===== config.mk =====
export PLATFORM = sky130hd
export DESIGN_NAME = coreriscv_axi4_finish_ingress_queue
export DESIGN_NICKNAME = d
export VERILOG_FILES = /design/src/rtl/coreriscv_axi4_finish_ingress_queue.sv
export SDC_FILE = /design/constraint.sdc
export NUM_CORES = 1
export LEC_CHECK = 0
export ABC_CLOCK_PERIOD_IN_PS = 1500
export BUFFER_PORTS_ARGS = -buffer_cell sky130_fd_sc_hd__buf_4
export CAP_MARGIN = 20
export CORE_AREA = 3 3 40 42
export CTS_CLUSTER_DIAMETER = 30
export DETAILED_ROUTE_END_ITERATION = 8
export DIE_AREA = 0 0 43 45
export PLACE_DENSITY_LB_ADDON = 0.05
export SYNTH_ARGS = -nofsm -noshare
export SYNTH_HDL_FRONTEND = slang
export SYNTH_SLANG_ARGS = --single-unit

===== constraint.sdc =====
create_clock -name clk -period 1.5 [get_ports clk]
set_input_delay 0.3 -clock clk [delete_from_list [all_inputs] [get_ports clk]]
set_output_delay 0.3 -clock clk [all_outputs]
set_load 0.02 [all_outputs]

===== src/rtl/coreriscv_axi4_finish_ingress_queue.sv =====
// coreriscv_axi4_finish_ingress_queue: per-client finish-message FIFO that stamps the source ID and drops illegal destinations
module coreriscv_axi4_finish_ingress_queue #(
  parameter int SRC_ID  = 0,
  parameter int DEPTH   = 2,
  parameter int NUM_DST = 4
) (
  input  logic                       clk,
  input  logic                       reset,
  output logic                       io_enq_ready,
  input  logic                       io_enq_valid,
  input  logic [1:0]                 io_enq_bits_header_dst,
  input  logic [1:0]                 io_enq_bits_payload_manager_xact_id,
  input  logic                       io_deq_ready,
  output logic                       io_deq_valid,
  output logic [1:0]                 io_deq_bits_header_src,
  output logic [1:0]                 io_deq_bits_header_dst,
  output logic [1:0]                 io_deq_bits_payload_manager_xact_id,
  output logic [$clog2(DEPTH):0]     io_count,
  output logic                       io_drop
);
  localparam int AW = $clog2(DEPTH);
  localparam logic [AW:0] FULL = (AW+1)'(DEPTH);
  logic [3:0]    mem_q [DEPTH];
  logic [AW-1:0] rd_ptr_q, rd_ptr_d, wr_ptr_q, wr_ptr_d;
  logic [AW:0]   count_q, count_d;
  logic          drop_q, drop_d;
  logic          legal, enq_fire, deq_fire, push;
  assign legal        = int'(io_enq_bits_header_dst) < NUM_DST;
  assign io_enq_ready = count_q != FULL;
  assign io_deq_valid = count_q != '0;
  assign enq_fire     = io_enq_valid & io_enq_ready;
  assign deq_fire     = io_deq_valid & io_deq_ready;
  assign push         = enq_fire & legal;
  assign io_count     = count_q;
  assign io_drop      = drop_q;
  assign io_deq_bits_header_src              = 2'(SRC_ID);
  assign io_deq_bits_header_dst              = mem_q[rd_ptr_q][3:2];
  assign io_deq_bits_payload_manager_xact_id = mem_q[rd_ptr_q][1:0];
  // full/empty come from count alone, so pointers simply wrap
  always_comb begin
    rd_ptr_d = deq_fire ? rd_ptr_q + AW'(1) : rd_ptr_q;
    wr_ptr_d = push ? wr_ptr_q + AW'(1) : wr_ptr_q;
    count_d  = count_q + {{AW{1'b0}}, push} - {{AW{1'b0}}, deq_fire};
    drop_d   = enq_fire & ~legal;
  end
  always_ff @(posedge clk or negedge reset) begin
    if (!reset) begin
      rd_ptr_q <= '0;
      wr_ptr_q <= '0;
      count_q  <= '0;
      drop_q   <= 1'b0;
    end else begin
      rd_ptr_q <= rd_ptr_d;
      wr_ptr_q <= wr_ptr_d;
      count_q  <= count_d;
      drop_q   <= drop_d;
    end
  end
  always_ff @(posedge clk) begin
    if (push) mem_q[wr_ptr_q] <= {io_enq_bits_header_dst, io_enq_bits_payload_manager_xact_id};
  end
endmodule


==> results.toml <==
[flow_run]
maxCapViolations = 0

[logic_synthesis]
ys_types = 18
syn_avg_cell_area_um2 = 14.4
synth-seq-cells = 12
yosysWarningCount = 0
syn_area_um2 = 546
yosysSeqAreaShare_pct = 62.4
synth_cells = 38

[routing]
dr_wl_met3_um = 63
wirelength_um = 939
dr_wl_met2_um = 517
drtIter0Drc = 4
wl_per_cell_um = 13.0
dr.pass1.iters = 2
viasPerCell = 4.82
drc_errors = 0
num_vias = 347
met1Wirelength_um = 348
ant_nets = 0
top_layer = "met4"

[clocking]
tritoncts = "yes"
insertion_delay_ps = 250
numCtsBuffers = 3
cts_root_buf = "clkbuf_4"
cts.clk_slew.worst_paths_ps = 60
cts_max_level = 1
clock_path_buffers = 2
clock_sinks = 12

[die]
die_w_um = 43
num_rows = 13
core-area_um2 = 1280
die_h_um = 45
initial_utilization_pct = 42.5
ios = 19
die_area_um2 = 1940

[layout]
final_nets = 68
syn2layout_area_growth_pct = 34.6
layout-drive-gt1-share_pct = 47.4
final_cells = 72
antenna_cells = 0
finish.utilization_pct = 57.2

[timing]
rsz0062_at_grt = "yes"
fin_crit_sh_pct = 98.0
hold_viol = 0
fmax_mhz = 680
finClkSkew_ps = 1.82
period_needed_ps = 1470
finalMaxSlewViolations = 0
holdWs_ps = 228
fin_setup_tns_ps = 0
finalSetupViolations = 0

[hold_path]
hold_class = "in -> reg"
worstHoldPathCells = 1

[pwr]
ir_worst_vdd_mv = 1.11
totalPowerFinal_mw = 1.47
pwr_density_cell_nw_per_um2 = 2000
leakagePower_nw = 0.318

[place]
place_hpwl_um = 740
placedCellCount = 67
io_buffer_count = 15
finalWeightedCongestion = 0.733

[critical_path]
path_class = "reg -> out"
worstPathRequired_ps = 1200
worstPathArrival_ps = 1170
rr_endpoint = "io_count[1]"
crit_path_start_kind = "flip-flop"
worstPathMaxFanout = 5
r2r_start = "io_count[1]"
reg2reg_slack_ps = 130
startpoint = "rd_ptr_q"
end_kind = "primary output"
r2r_cells = 5
cp-endpoint = "io_deq_bits_header_dst[1]"

[global_route]
gr-usage-all-layers_pct = 11.0
grt_pass1_wl_mm = 1.51
overflow = 0
antenna_found_initial = 0
grt_max_degree = 9
grt_pass1_vias = 377

[outcome]
status = "finished clean"
==> cell usage in the layout (no fill, tap or decap) <==
| master | Yosys | routed |
|---|---|---|
| buf_4 | 3 | 12 |
| nor2_1 | 3 | 3 |
| nand2_1 | 2 | 2 |
| conb_1 | 1 | 3 |
| ha_1 | 1 | 1 |
| or2_1 | 1 | 1 |
| edfxtp_1 | 8 | 8 |
| o21ai_0 | 1 | 1 |
| nor4bb_2 | 1 | 1 |
| dfrtp_1 | 4 | 2 |
| o21ba_1 | 1 | 1 |
| and3_1 | 1 | 1 |
| nand3_1 | 1 | 1 |
| nor2b_1 | 1 | 1 |
| a311oi_2 | 1 | 1 |
| nand2b_1 | 1 | 1 |
| buf_6 | 0 | 4 |
| dlygate4sd3_1 | 0 | 1 |
| mux2_4 | 0 | 4 |
| clkbuf_4 | 0 | 3 |
| xnor2_1 | 3 | 3 |
| dfrtp_2 | 0 | 2 |
==> timing repair <==
| item | in CTS | in global routing |
|---|---|---|
| gates resized for setup | 1 | 9 |
| hold buffers | 1 | 0 |
| pin swaps | 0 | 0 |
| buffers inserted | 1 | 0 |
| endpoints found under the hold margin | 4 | 0 |
| setup endpoints to repair | 4 | 5 |
==> where the power goes <==
group,internal (mW),switching [mW],leakage [nW]
clock,0.0923,0.0836,0.0138
sequential,0.478,0.110,0.119
combinational,0.385,0.319,0.184
total,0.954,0.513,0.318
==> cells in the mapped netlist (all sizes together) <==
cell / number / share of area, %
nand2b: 1 / 1.1
ha: 1 / 2.3
or2: 1 / 1.1
buf: 3 / 4.1
nand2: 2 / 1.4
edfxtp: 8 / 44
conb: 1 / 0.69
and3: 1 / 1.1
o21ai: 1 / 0.92
nor4bb: 1 / 3.0
o21ba: 1 / 1.8
xnor2: 3 / 4.8
nand3: 1 / 0.92
a311oi: 1 / 2.8
nor2: 3 / 2.1
nor2b: 1 / 1.1
dfrtp: 4 / 18
mux2: 4 / 8.3
==> worst min-delay path by stage <==
| stage | to | from |
|---|---|---|
| 6_report | mem_q[1][2] | io_enq_bits_header_dst[0] |
| 2_1_floorplan | io_count[0] | reset |
| 3_3_place_gp | rd_ptr_q | reset |
| 5_1_grt | mem_q[1][2] | io_enq_bits_header_dst[0] |
| 3_5_place_dp | rd_ptr_q | reset |
| 4_1_cts | mem_q[1][2] | io_enq_bits_header_dst[0] |
==> cell families (layout without fill, tap and decap cells) <==
kind of cell	after synthesis	count (layout)	synth area share, %
compound gates	3	3	5.50
xor+xnor	3	3	4.82
fa+ha+maj	1	1	2.29
buf+inv	3	20	4.13
flops	12	12	62.4
mux	4	4	8.26
other cells	1	3	0.687
simple gates	11	11	11.9
==> flip-flops by register name, summed over array words and instances (netlist names) <==
name,count
io_count,2
mem_q,8
wr_ptr_q,1
rd_ptr_q,1
==> routing by layer <==
metal	up-vias	global-route usage, %
met1	163	10.7
met4	0	7.23
met2	12	20.7
li1	170	-
met5	-	0
met3	2	2.39
==> final cells by class <==
type / instances / area, µm²
tap: 15 / 18.8
clock buffer: 3 / 22.5
sequential: 12 / 343
timing repair buffer: 17 / 145
multi-input combinational: 25 / 205
fill: 110 / 551
==> metrics by stage <==
stage / area (µm²) / setup WS, ps
6_report: 734 / 30.2
2_1_floorplan: 553 / 19.6
3_3_place_gp: 662 / 160
5_1_grt: 734 / -15.7
4_1_cts: 703 / 2.41
3_5_place_dp: 662 / 123
==> critical path, stage by stage (launching register included) <==
cell and delay (ps):
dfrtp_2 460, mux2_4 320, buf_6 130
Note: power is estimated with default switching activity, not from simulation.
